===== src/rtl/config_controller_if.sv =====
// Handshake/status bundle between a configuration source and config_controller.
// The source owns start/abort/in_*; the controller owns in_ready, cfg_* and status.
interface config_controller_if #(
  parameter int CFG_W = 5,
  parameter int IDX_W = 2
);
  // Frame handshake: a frame moves on a rising clk edge where in_valid and
  // in_ready are both 1; in_data/in_parity must be stable while in_valid is
  // high, and the source may drop in_valid at any time without penalty.
  logic             start;
  logic             abort;
  logic             in_valid;
  logic [CFG_W-1:0] in_data;
  logic             in_parity;
  logic             in_ready;
  logic [CFG_W-1:0] cfg_data;
  logic             cfg_shift;
  logic [IDX_W-1:0] block_idx;
  logic             busy;
  logic             done;
  logic             error;
  logic [2:0]       dbg_state;

  modport master (
    output start, abort, in_valid, in_data, in_parity,
    input  in_ready, cfg_data, cfg_shift, block_idx, busy, done, error, dbg_state
  );

  modport slave (
    input  start, abort, in_valid, in_data, in_parity,
    output in_ready, cfg_data, cfg_shift, block_idx, busy, done, error, dbg_state
  );
endinterface


===== src/rtl/config_controller.sv =====
// Loads NUM_BLOCKS frames into a configuration shift chain, last block first.
// Define CFG_PARITY_EN to check even parity per frame and trap bad frames in ERROR.
module config_controller #(
  parameter int NUM_BLOCKS    = 4,
  parameter int CFG_W         = 5,
  parameter int SETTLE_CYCLES = 2,
  localparam int IDX_W = $clog2(NUM_BLOCKS)
) (
  input logic                clk,
  input logic                reset,
  config_controller_if.slave bus
);

  typedef enum logic [2:0] {
    S_IDLE   = 3'd0,
    S_LOAD   = 3'd1,
    S_SETTLE = 3'd2,
    S_DONE   = 3'd3,
    S_ERROR  = 3'd4
  } state_t;

  state_t           r_state;
  state_t           w_next;
  logic [IDX_W-1:0] r_cnt;
  logic [3:0]       r_settle;
  logic             r_in_ready;
  logic [CFG_W-1:0] r_cfg_data;
  logic             r_cfg_shift;
  logic [IDX_W-1:0] r_block_idx;
  logic             r_busy;
  logic             r_done;
  logic             r_error;

  logic w_xfer, w_par_ok, w_last, w_start;
  logic w_in_ready, w_busy, w_done, w_error, w_cfg_shift;

  // abort wins over everything, including a frame offered in the same cycle
  assign w_xfer  = (r_state == S_LOAD) && r_in_ready && bus.in_valid && !bus.abort;
  assign w_last  = (r_cnt == IDX_W'(NUM_BLOCKS - 1));
  assign w_start = bus.start && !bus.abort;

`ifdef CFG_PARITY_EN
  assign w_par_ok = ~(^{bus.in_data, bus.in_parity});
`else
  logic w_unused_parity;
  assign w_unused_parity = bus.in_parity;
  assign w_par_ok        = 1'b1;
`endif

  always_ff @(posedge clk or negedge reset) begin
    if (!reset) r_state <= S_IDLE;
    else        r_state <= w_next;
  end

  always_comb begin
    w_next = r_state;
    case (r_state)
      S_IDLE:   if (w_start) w_next = S_LOAD;
      S_LOAD: begin
        if (bus.abort)                w_next = S_IDLE;
        else if (w_xfer && !w_par_ok) w_next = S_ERROR;
        else if (w_xfer && w_last)    w_next = S_SETTLE;
      end
      S_SETTLE: begin
        if (bus.abort)                             w_next = S_IDLE;
        else if (r_settle == 4'(SETTLE_CYCLES))    w_next = S_DONE;
      end
      S_DONE:   if (w_start) w_next = S_LOAD;
      S_ERROR:  if (w_start) w_next = S_LOAD;
      default:  w_next = S_IDLE;
    endcase
  end

  // Status is decoded from the next state so the registered flags track r_state.
  always_comb begin
    w_in_ready  = (w_next == S_LOAD);
    w_busy      = (w_next == S_LOAD) || (w_next == S_SETTLE);
    w_done      = (w_next == S_DONE);
    w_cfg_shift = w_xfer && w_par_ok;
`ifdef CFG_PARITY_EN
    w_error     = (w_next == S_ERROR);
`else
    w_error     = 1'b0;
`endif
  end

  always_ff @(posedge clk or negedge reset) begin
    if (!reset) begin
      r_cnt       <= '0;
      r_settle    <= '0;
      r_in_ready  <= 1'b0;
      r_cfg_data  <= '0;
      r_cfg_shift <= 1'b0;
      r_block_idx <= '0;
      r_busy      <= 1'b0;
      r_done      <= 1'b0;
      r_error     <= 1'b0;
    end else begin
      if (w_next == S_LOAD && r_state != S_LOAD) r_cnt <= '0;
      else if (w_cfg_shift && !w_last)           r_cnt <= r_cnt + 1'b1;
      // the first SETTLE cycle is the final shift cycle; idle cycles follow
      if (r_state != S_SETTLE) r_settle <= '0;
      else                     r_settle <= r_settle + 1'b1;
      if (w_cfg_shift) begin
        r_cfg_data  <= bus.in_data;
        r_block_idx <= IDX_W'(NUM_BLOCKS - 1) - r_cnt;
      end
      r_in_ready  <= w_in_ready;
      r_cfg_shift <= w_cfg_shift;
      r_busy      <= w_busy;
      r_done      <= w_done;
      r_error     <= w_error;
    end
  end

  assign bus.in_ready  = r_in_ready;
  assign bus.cfg_data  = r_cfg_data;
  assign bus.cfg_shift = r_cfg_shift;
  assign bus.block_idx = r_block_idx;
  assign bus.busy      = r_busy;
  assign bus.done      = r_done;
  assign bus.error     = r_error;
  assign bus.dbg_state = r_state;

endmodule

===== src/flat_wrapper.sv =====
// flat-port wrapper written by rule: the top's interface ports become plain ports
module config_controller_flat 
#(
  parameter int NUM_BLOCKS    = 4,
  parameter int CFG_W         = 5,
  parameter int SETTLE_CYCLES = 2,
  localparam int IDX_W = $clog2(NUM_BLOCKS)
)
  (clk, reset, bus_start, bus_abort, bus_in_valid, bus_in_data, bus_in_parity, bus_in_ready, bus_cfg_data, bus_cfg_shift, bus_block_idx, bus_busy, bus_done, bus_error, bus_dbg_state);
  config_controller_if #(.CFG_W(CFG_W)) bus_i ();
  input logic clk;
  input logic reset;
  input wire logic [$bits(bus_i.start)-1:0] bus_start;
  input wire logic [$bits(bus_i.abort)-1:0] bus_abort;
  input wire logic [$bits(bus_i.in_valid)-1:0] bus_in_valid;
  input wire logic [$bits(bus_i.in_data)-1:0] bus_in_data;
  input wire logic [$bits(bus_i.in_parity)-1:0] bus_in_parity;
  output wire logic [$bits(bus_i.in_ready)-1:0] bus_in_ready;
  output wire logic [$bits(bus_i.cfg_data)-1:0] bus_cfg_data;
  output wire logic [$bits(bus_i.cfg_shift)-1:0] bus_cfg_shift;
  output wire logic [$bits(bus_i.block_idx)-1:0] bus_block_idx;
  output wire logic [$bits(bus_i.busy)-1:0] bus_busy;
  output wire logic [$bits(bus_i.done)-1:0] bus_done;
  output wire logic [$bits(bus_i.error)-1:0] bus_error;
  output wire logic [$bits(bus_i.dbg_state)-1:0] bus_dbg_state;
  assign bus_i.start = bus_start;
  assign bus_i.abort = bus_abort;
  assign bus_i.in_valid = bus_in_valid;
  assign bus_i.in_data = bus_in_data;
  assign bus_i.in_parity = bus_in_parity;
  assign bus_in_ready = bus_i.in_ready;
  assign bus_cfg_data = bus_i.cfg_data;
  assign bus_cfg_shift = bus_i.cfg_shift;
  assign bus_block_idx = bus_i.block_idx;
  assign bus_busy = bus_i.busy;
  assign bus_done = bus_i.done;
  assign bus_error = bus_i.error;
  assign bus_dbg_state = bus_i.dbg_state;
  config_controller #(.NUM_BLOCKS(NUM_BLOCKS), .CFG_W(CFG_W), .SETTLE_CYCLES(SETTLE_CYCLES)) u_core (.clk(clk), .reset(reset), .bus(bus_i));
endmodule

===== config.mk =====
export PLATFORM = sky130hd
export DESIGN_NAME = config_controller_flat
export DESIGN_NICKNAME = d
export VERILOG_FILES = /design/src/rtl/config_controller_if.sv /design/src/rtl/config_controller.sv /design/src/flat_wrapper.sv
export SDC_FILE = /design/constraint.sdc
export NUM_CORES = 1
export LEC_CHECK = 0
export ABC_AREA = 1
export BUFFER_PORTS_ARGS = -buffer_cell sky130_fd_sc_hd__buf_2
export CORE_UTILIZATION = 44
export CTS_CLUSTER_SIZE = 14
export DETAILED_ROUTE_END_ITERATION = 6
export PLACE_DENSITY = 0.69
export SLEW_MARGIN = 10
export SYNTH_ARGS = -nofsm -noshare
export SYNTH_HDL_FRONTEND = slang
export SYNTH_SLANG_ARGS = --single-unit

===== constraint.sdc =====
create_clock -name clk -period 1.4 [get_ports clk]
set_input_delay 0.07 -clock clk [delete_from_list [all_inputs] [get_ports clk]]
set_output_delay 0.07 -clock clk [all_outputs]
set_load 0.03 [all_outputs]

==> results of run 1 <==
## what timing repair did
item,CTS,global route
hold endpoints to repair,25,0
resized for setup,0,0
hold buffers,6,0
## sequential cells by signal, summed over array words and instances (netlist names)
register / count
u_core.bus.dbg_state: 3
u_core.bus.busy: 1
u_core.bus.block_idx: 2
u_core.r_cnt: 2
u_core.bus.cfg_data: 5
u_core.bus.cfg_shift: 1
u_core.bus.in_ready: 1
u_core.bus.done: 1
u_core.r_settle: 4
## kinds of logic (layout without fill, tap and decap cells)
family,Yosys count,in the layout,synth area share [%]
and+or+nand+nor,50,50,28.5
other,1,1,0.406
adders and majority gates,3,3,4.07
xor gates and xnor gates,4,4,3.79
AOI/OAI and AO/OA,4,4,2.57
buffers and inverters,15,47,6.50
DFF,20,20,54.2
## Yosys cell counts
cell / instances / area share [%]
nor2_8: 1 / 2.2
buf_4: 1 / 0.81
xor2_1: 1 / 0.95
ha_1: 3 / 4.1
nand4_1: 1 / 0.68
nand2_2: 1 / 0.68
o21ai_2: 1 / 0.95
nand3_4: 1 / 1.9
dfrtp_1: 20 / 54
nand2_1: 26 / 11
inv_1: 11 / 4.5
o21ai_0: 3 / 1.6
conb_1: 1 / 0.41
nor2_1: 11 / 4.5
nand3_1: 4 / 2.2
nand3_2: 2 / 2.2
nor2_4: 1 / 1.2
xnor2_1: 3 / 2.8
inv_2: 3 / 1.2
nand2_4: 2 / 2.4
## metrics by stage
step / area [um^2] / hold WS, ps / utilization [%]
6_report: 1180 / 65.3 / 60.0
5_1_grt: 1180 / 83.9 / 60.0
4_1_cts: 1180 / 58.1 / 60.0
3_5_place_dp: 1060 / 42.0 / 54.3
3_3_place_gp: 1060 / 31.4 / 54.3
2_1_floorplan: 923 / -226 / -
## per-layer routing
layer	vias to the layer above	track usage, %	part of all wire (%)	routed length [um]
met3	2	3.40	4.1	61
met5	-	0	0	0
met2	14	24.6	49	732
met4	0	5.00	0.80	12
li1	360	-	-	-
met1	316	18.5	46	688
## critical path: stages (launching register included)
cell and delay (ps):
dfrtp_1 420, inv_2 100, nand3_4 110, nor2_8 190, nand2_1 110, xnor2_1 140, nand2_1 70, inv_1 30
## layout make-up
| type | count | area (um^2) |
|---|---|---|
| Timing Repair Buffer | 29 | 175 |
| Inverter | 14 | 52.6 |
| Sequential cell | 20 | 500 |
| Fill cell | 181 | 785 |
| Tap cell | 27 | 33.8 |
| Multi-Input combinational cell | 62 | 363 |
| Clock inverter | 1 | 30.0 |
| Clock buffer | 3 | 22.5 |
## report_power, final
group | switching (uW) | internal [uW] | total [uW]
Clock | 173 | 289 | 462
Sequential | 47.4 | 668 | 716
Combinational | 307 | 133 | 440
## worst max-delay path by stage
stage | startpoint | slack [ps] | endpoint | cells past startpoint
5_1_grt | u_core.bus.dbg_state[1] | 8 | u_core.r_cnt[0] | 7
3_5_place_dp | u_core.bus.dbg_state[1] | 130 | u_core.bus.busy | 7
4_1_cts | u_core.bus.dbg_state[1] | 130 | u_core.bus.busy | 7
2_1_floorplan | u_core.bus.dbg_state[1] | 60 | u_core.r_cnt[0] | 9
3_3_place_gp | u_core.bus.dbg_state[1] | 160 | u_core.bus.busy | 7
6_report | u_core.bus.dbg_state[1] | 140 | u_core.r_cnt[0] | 7
==> flow_metrics.py, run 1 <==
metrics = {
    "min_path": {
        "worstHoldStart": "bus_start",
        "worstHoldEndpoint": "u_core.bus.dbg_state[2]",
        "hold_path.class": "input pin to flip-flop",
        "worstHoldPathCells": 4,
    },
    "grt": {
        "grt_overflow": 0,
        "grt_max_degree": 21,
        "grt_usage_pct": 14.6,
        "antenna_found_initial": 0,
        "grt_pass1_vias": 568,
        "grt_first_pass_wirelength_um": 2270,
    },
    "critical_path": {
        "critPathKind": "flip-flop to flip-flop",
        "r2r_cells": 7,
        "cp.arrival_ps": 1470,
        "crit_fanout": 10,
        "cp-end-kind": "flip-flop",
        "start_kind": "flip-flop",
        "r2r-end": "u_core.r_cnt[0]",
        "r2r-start": "u_core.bus.dbg_state[1]",
        "r2r_slack_ps": 140,
        "worstPathRequired_ps": 1600,
    },
    "clock_network": {
        "cts_buffers": 3,
        "cts_tree": "yes",
        "clockBufferDepth": 2,
        "numClockSinks": 20,
        "cts_root_buf": "clkbuf_4",
        "post_cts_buffers": 0,
        "clkTransAtPathRegs_ps": 110,
        "htree_levels": 1,
        "clock_latency_ps": 290,
    },
    "placed_design": {
        "dpl.cell_count": 146,
        "hpwl_um": 1060,
        "gp_congestion": 0.789,
        "place_ws_ps": 133,
        "portBuffers": 23,
    },
    "yosys": {
        "synth_nets": 111,
        "syn_area_um2": 923,
        "ys_ff_latch": 20,
        "synth.distinct_cells": 20,
        "syn_inst": 97,
        "ys_seq_area_share_pct": 54.2,
        "avgSynthCellArea_um2": 9.52,
        "yosysWarnings": 0,
    },
    "detailed_routing": {
        "ant_nets": 0,
        "firstDrtPassIters": 4,
        "viasPerCell": 4.44,
        "initialDrtViolationCount": 5,
        "routed_wl_um": 1500,
        "wl_per_cell_um": 9.58,
        "drc": 0,
        "via_count": 692,
    },
    "floorplan": {
        "rows": 16,
        "die_h_um": 47.8,
        "die_w_um": 47.8,
        "dieArea_um2": 2290,
        "core_area_um2": 1960,
        "start_util_pct": 47.1,
        "ios": 26,
    },
    "flow_run": {
        "maxCapViolCount": 0,
    },
    "power_and_ir_drop": {
        "cellLeakagePower_uw": 0.000692,
        "p_per_area_nw_per_um2": 1370,
        "max-vdd-ir-drop_mv": 0.710,
        "power.total_uw": 1620,
    },
    "sta": {
        "tns_ps": 0,
        "fin_crit_sh_pct": 90.3,
        "final-setup-viol-count": 0,
        "fmax_mhz": 791,
        "finalClockSkew_ps": 0.666,
        "hold_violations": 0,
        "final_max_slew_viol_count": 0,
        "rsz0062_at_grt": "no",
        "fin_crit_ps": 1260,
        "fin_ws_ps": 136,
    },
    "layout": {
        "area_growth_pct": 27.5,
        "instances_no_fill": 156,
        "nNetsFinal": 144,
        "mostFrequentLayoutCells": "26 x nand2_1, 23 x buf_2, 20 x dfrtp_1",
        "n_antenna_cell": 0,
        "final_common_cell": "nand2_1",
        "drive_gt1_share_pct": 30.2,
    },
    "run_status": {
        "status": "finished, final reports clean",
    },
}
Power figures use the tool's default switching activity.
==> inputs of run 2 (changes only) <==
Settings changed: PLACE_DENSITY 0.69 to 0.72.
Clock period 1.4 ns to 1.07 ns, I/O delays scaled along.
==> flow_metrics.py, run 2 (same netlist as run 1, synthesis figures left out) <==
metrics = {
    "run_status": {
        "status": "finished, violations left",
        "failed_checks": "setup timing",
    },
    "power_and_ir_drop": {
        "clkPwrFrac_pct": 28.1,
        "switching_share_pct": 32.9,
        "p_int_uw": 1460,
        "p_sw_uw": 716,
        "comb_power_share_pct": 28.8,
        "p_per_area_nw_per_um2": 1630,
        "max-vdd-ir-drop_mv": 0.926,
        "cellLeakagePower_uw": 0.000754,
        "p_seq_share_pct": 43.1,
    },
    "placed_design": {
        "hpwl_um": 1180,
        "portBuffers": 23,
        "gp_congestion": 0.801,
    },
    "critical_path": {
        "critPathKind": "flip-flop to flip-flop",
        "r2r-end": "u_core.r_cnt[1]",
        "worstPathRequired_ps": 1280,
        "cp-end-kind": "flip-flop",
        "r2r_cells": 8,
        "start_kind": "flip-flop",
        "r2r-start": "u_core.bus.dbg_state[0]",
        "cp.arrival_ps": 1480,
        "crit_fanout": 4,
        "r2r_slack_ps": -200,
    },
    "sta": {
        "fmax_mhz": 786,
        "final_max_slew_viol_count": 0,
        "fin_ws_ps": -202,
        "rsz0062_at_grt": "yes",
        "tns_ps": -1420,
        "fin_crit_sh_pct": 119,
        "hold_violations": 0,
        "final-setup-viol-count": 15,
        "fin_crit_ps": 1270,
        "finalClockSkew_ps": 3.13,
    },
    "detailed_routing": {
        "via_count": 751,
        "viasPerCell": 4.42,
        "routed_wl_um": 1750,
        "drc": 0,
        "firstDrtPassIters": 4,
        "initialDrtViolationCount": 11,
        "wl_per_cell_um": 10.3,
        "ant_nets": 0,
    },
    "layout": {
        "drive_gt1_share_pct": 47.6,
        "nNetsFinal": 158,
        "final_common_cell": "nand2_1",
        "n_antenna_cell": 0,
        "mostFrequentLayoutCells": "25 x nand2_1, 23 x buf_2, 16 x dfrtp_1",
        "area_growth_pct": 45.0,
        "utilization_pct": 68.2,
        "largest_reg_flops": 5,
    },
    "grt": {
        "grt_usage_pct": 16.7,
        "antenna_found_initial": 0,
        "grt_overflow": 0,
        "busiest_layer": "met2",
        "grt_max_degree": 21,
        "met3_usage_pct": 3.40,
        "grt_first_pass_wirelength_um": 2590,
        "grt_pass1_vias": 624,
        "use_met1_pct": 21.8,
        "met2_usage_pct": 27.0,
    },
    "min_path": {
        "worstHoldEndpoint": "u_core.bus.dbg_state[2]",
        "worstHoldPathCells": 4,
        "worstHoldStart": "bus_start",
        "hold_path.class": "input pin to flip-flop",
    },
    "floorplan": {
        "die_h_um": 47.8,
        "core_area_um2": 1960,
        "start_util_pct": 47.1,
        "dieArea_um2": 2290,
        "rows": 16,
        "die_w_um": 47.8,
        "ios": 26,
    },
    "clock_network": {
        "numClockSinks": 20,
        "clkTransAtPathRegs_ps": 120,
        "cts_tree": "yes",
        "cts_buffers": 3,
        "clockBufferDepth": 2,
        "cts_root_buf": "clkbuf_4",
        "clock_latency_ps": 290,
        "htree_levels": 1,
    },
    "flow_run": {
        "maxCapViolCount": 0,
    },
}
==> run 2: changes by cell type in the layout (fill, tap and decap cells not counted), moves of 2 or more <==
cell,delta
buf_4,+13
dfrtp_1,-4
dfrtp_2,+4
ha_1,-2
inv_1,-2
nor2_1,-4
nor2_2,+4
==> run 2: power groups by stage <==
stage	clock [uW]	combinational, uW	sequential [uW]
after floorplan	0	151	1190
after global placement	0	579	947
after detailed placement	0	590	949
after CTS	634	624	935
after global routing	673	682	948
final	612	626	938
==> run 2: worst max path at each step <==
stage	from	to	slack, ps	cells after the start
2_1_floorplan	u_core.bus.dbg_state[1]	u_core.bus.busy	-200	7
4_1_cts	u_core.bus.dbg_state[2]	u_core.bus.busy	-150	7
3_5_place_dp	u_core.bus.dbg_state[1]	u_core.bus.busy	-140	7
5_1_grt	u_core.bus.dbg_state[0]	u_core.r_cnt[0]	-280	8
6_report	u_core.bus.dbg_state[0]	u_core.r_cnt[1]	-200	8
3_3_place_gp	u_core.bus.dbg_state[0]	u_core.r_cnt[0]	-110	8
==> run 2: worst max-delay path, cell delays in order (launching register included) <==
cell     delay, ps
dfrtp_2        470
inv_2          100
nand2_1         60
o21ai_0        220
nor2_2         100
nand2_4         80
nand3_2         70
nand2_1         60
inv_1           30
==> run 2: per-stage QoR <==
stage	cells	instance area, um^2	hold WS, ps	total power [uW]	setup WS [ps]
after global placement	156	1140	20.6	1530	-107
after CTS	169	1300	45.0	2190	-147
final	170	1340	60.9	2180	-202
after floorplan	97	928	-242	1340	-199
after detailed placement	156	1140	25.7	1540	-145
after global routing	170	1340	60.9	2300	-276
==> run 2: per-layer routing <==
layer | routed length [um] | part of all wire, %
met5 | 0 | 0
met4 | 14 | 0.80
met3 | 62 | 3.6
met2 | 867 | 50
met1 | 802 | 46
==> run 2: timing repair <==
action | in CTS | in global routing
pin swaps | 3 | 3
buffers inserted | 4 | 1
endpoints found under the hold margin | 25 | 0
gates cloned | 0 | 0
resized for setup | 9 | 7
setup endpoints to repair | 14 | 16
hold buffers | 6 | 0
==> run 2: final cells by class <==
| cell class | count | area, um^2 |
|---|---|---|
| Tap cell | 27 | 33.8 |
| Clock inverter | 1 | 30.0 |
| Sequential cell | 20 | 505 |
| Multi-Input combinational cell | 62 | 408 |
| Inverter | 14 | 55.1 |
| Fill cell | 154 | 623 |
| Timing Repair Buffer | 43 | 284 |
| Clock buffer | 3 | 22.5 |
==> inputs of run 3 (changes only) <==
Settings changed: PLACE_DENSITY 0.72 to 0.75.
==> flow_metrics.py, run 3 (same netlist as run 1, synthesis figures left out) <==
metrics = {
    "floorplan": {
        "ios": 26,
        "start_util_pct": 47.1,
        "die_h_um": 47.8,
        "rows": 16,
        "die_w_um": 47.8,
        "core_area_um2": 1960,
        "dieArea_um2": 2290,
    },
    "clock_network": {
        "cts_root_buf": "clkbuf_4",
        "clockBufferDepth": 2,
        "clock_latency_ps": 290,
        "cts_tree": "yes",
        "clkTransAtPathRegs_ps": 110,
        "cts_buffers": 3,
        "numClockSinks": 20,
        "htree_levels": 1,
    },
    "layout": {
        "nNetsFinal": 156,
        "drive_gt1_share_pct": 44.0,
        "nFillCells": 179,
        "mostFrequentLayoutCells": "26 x nand2_1, 22 x buf_2, 16 x dfrtp_1",
        "final_common_cell": "nand2_1",
        "stdcell_area_um2": 1310,
        "area_growth_pct": 41.7,
        "n_antenna_cell": 0,
        "largest_reg_flops": 5,
    },
    "critical_path": {
        "worstPathRequired_ps": 1260,
        "max_stage_delay_ps": 450,
        "cp-end-kind": "flip-flop",
        "slowest_stage": "dfrtp_2",
        "critPathKind": "flip-flop to flip-flop",
        "crit_buf_inv": 1,
        "crit_path_frequent_cell": "nand2_4",
        "crit_chain": "inv_2 > nand3_4 > nor2_8 > nand2_4 > nand2_4 > nand2_4 > xnor2_2",
        "start_kind": "flip-flop",
        "cp_top_family": "flip-flops",
        "crit_fanout": 5,
        "cp.arrival_ps": 1400,
    },
    "detailed_routing": {
        "firstDrtPassIters": 2,
        "wl_per_cell_um": 10.6,
        "ant_nets": 0,
        "routed_wl_um": 1770,
        "via_count": 761,
        "drc": 0,
        "viasPerCell": 4.53,
        "initialDrtViolationCount": 6,
    },
    "placed_design": {
        "hpwl_um": 1270,
        "gp_congestion": 0.802,
        "portBuffers": 23,
        "placed_area_um2": 1140,
        "place_ws_ps": -149,
    },
    "grt": {
        "grt_pass1_vias": 699,
        "antenna_found_initial": 0,
        "grt_usage_pct": 17.3,
        "grt_first_pass_wirelength_um": 2730,
        "grt_overflow": 0,
        "grt_max_degree": 21,
    },
    "power_and_ir_drop": {
        "p_per_area_nw_per_um2": 1660,
        "power.total_uw": 2170,
        "cellLeakagePower_uw": 0.000752,
        "max-vdd-ir-drop_mv": 1.10,
    },
    "sta": {
        "rsz0062_at_grt": "yes",
        "final_max_slew_viol_count": 0,
        "finalClockSkew_ps": 4.58,
        "fmax_mhz": 827,
        "holdWs_ps": 65.3,
        "fin_ws_ps": -140,
        "final-setup-viol-count": 14,
        "fin_crit_ps": 1210,
        "fin_crit_sh_pct": 113,
        "tns_ps": -1250,
        "hold_violations": 0,
    },
    "flow_run": {
        "maxCapViolCount": 0,
    },
    "min_path": {
        "hold_path.class": "input pin to flip-flop",
    },
    "run_status": {
        "status": "finished, violations left",
        "failed_checks": "setup timing",
    },
}
run 3: final timing paths:
kind                            slack (ps)  cells after the start                      end                     from
worst max-delay path                  -140                      7          u_core.bus.busy  u_core.bus.dbg_state[2]
worst min-delay path                    70                      4  u_core.bus.dbg_state[0]                bus_abort
worst max register to register        -140                      7          u_core.bus.busy  u_core.bus.dbg_state[2]
worst min register to register         480                      2   u_core.bus.cfg_data[2]   u_core.bus.cfg_data[2]
max in group asynchronous              510                      2  u_core.bus.dbg_state[1]                    reset
min in group asynchronous              220                      2   u_core.bus.cfg_data[2]                    reset
run 3: where the power goes:
part           switching [uW]  total [uW]  internal (uW)
Clock                     236         614            378
Combinational             417         622            205
Sequential               62.8         939            876
run 3: layer usage:
| layer | global-route usage [%] | part of all wire (%) | vias to the layer above |
|---|---|---|---|
| met4 | 5.56 | 0.73 | 0 |
| met3 | 3.40 | 2.6 | 2 |
| li1 | - | - | 379 |
| met5 | 0 | 0 | - |
| met2 | 32.7 | 53 | 11 |
| met1 | 19.3 | 44 | 369 |
run 3: final cells by class:
class	count	area [um^2]	area share, %
multi-input cells	62	388	29.6
well taps	27	33.8	2.58
clock buffers	3	22.5	1.72
flip-flops and latches	20	505	38.6
clock inverters	1	30.0	2.29
inverters	14	57.6	4.40
repair buffers	41	272	20.7
run 3: through the flow:
stage | util, % | instances
final | 66.7 | 168
after floorplan | - | 97
after detailed placement | 58.0 | 155
after global routing | 66.7 | 168
after CTS | 66.3 | 168
after global placement | 58.0 | 155
run 3: tightest hold or removal path, cell delays in order:
cell     delay, ps
buf_2          100
nor2_2          50
nand2_4         60
nand2_4         60
run 3: what timing repair did:
item	in CTS	in global routing
endpoints found under the hold margin	25	0
setup endpoints to repair	14	15
hold buffers	6	0
buffers inserted	4	0
gates resized for setup	11	2
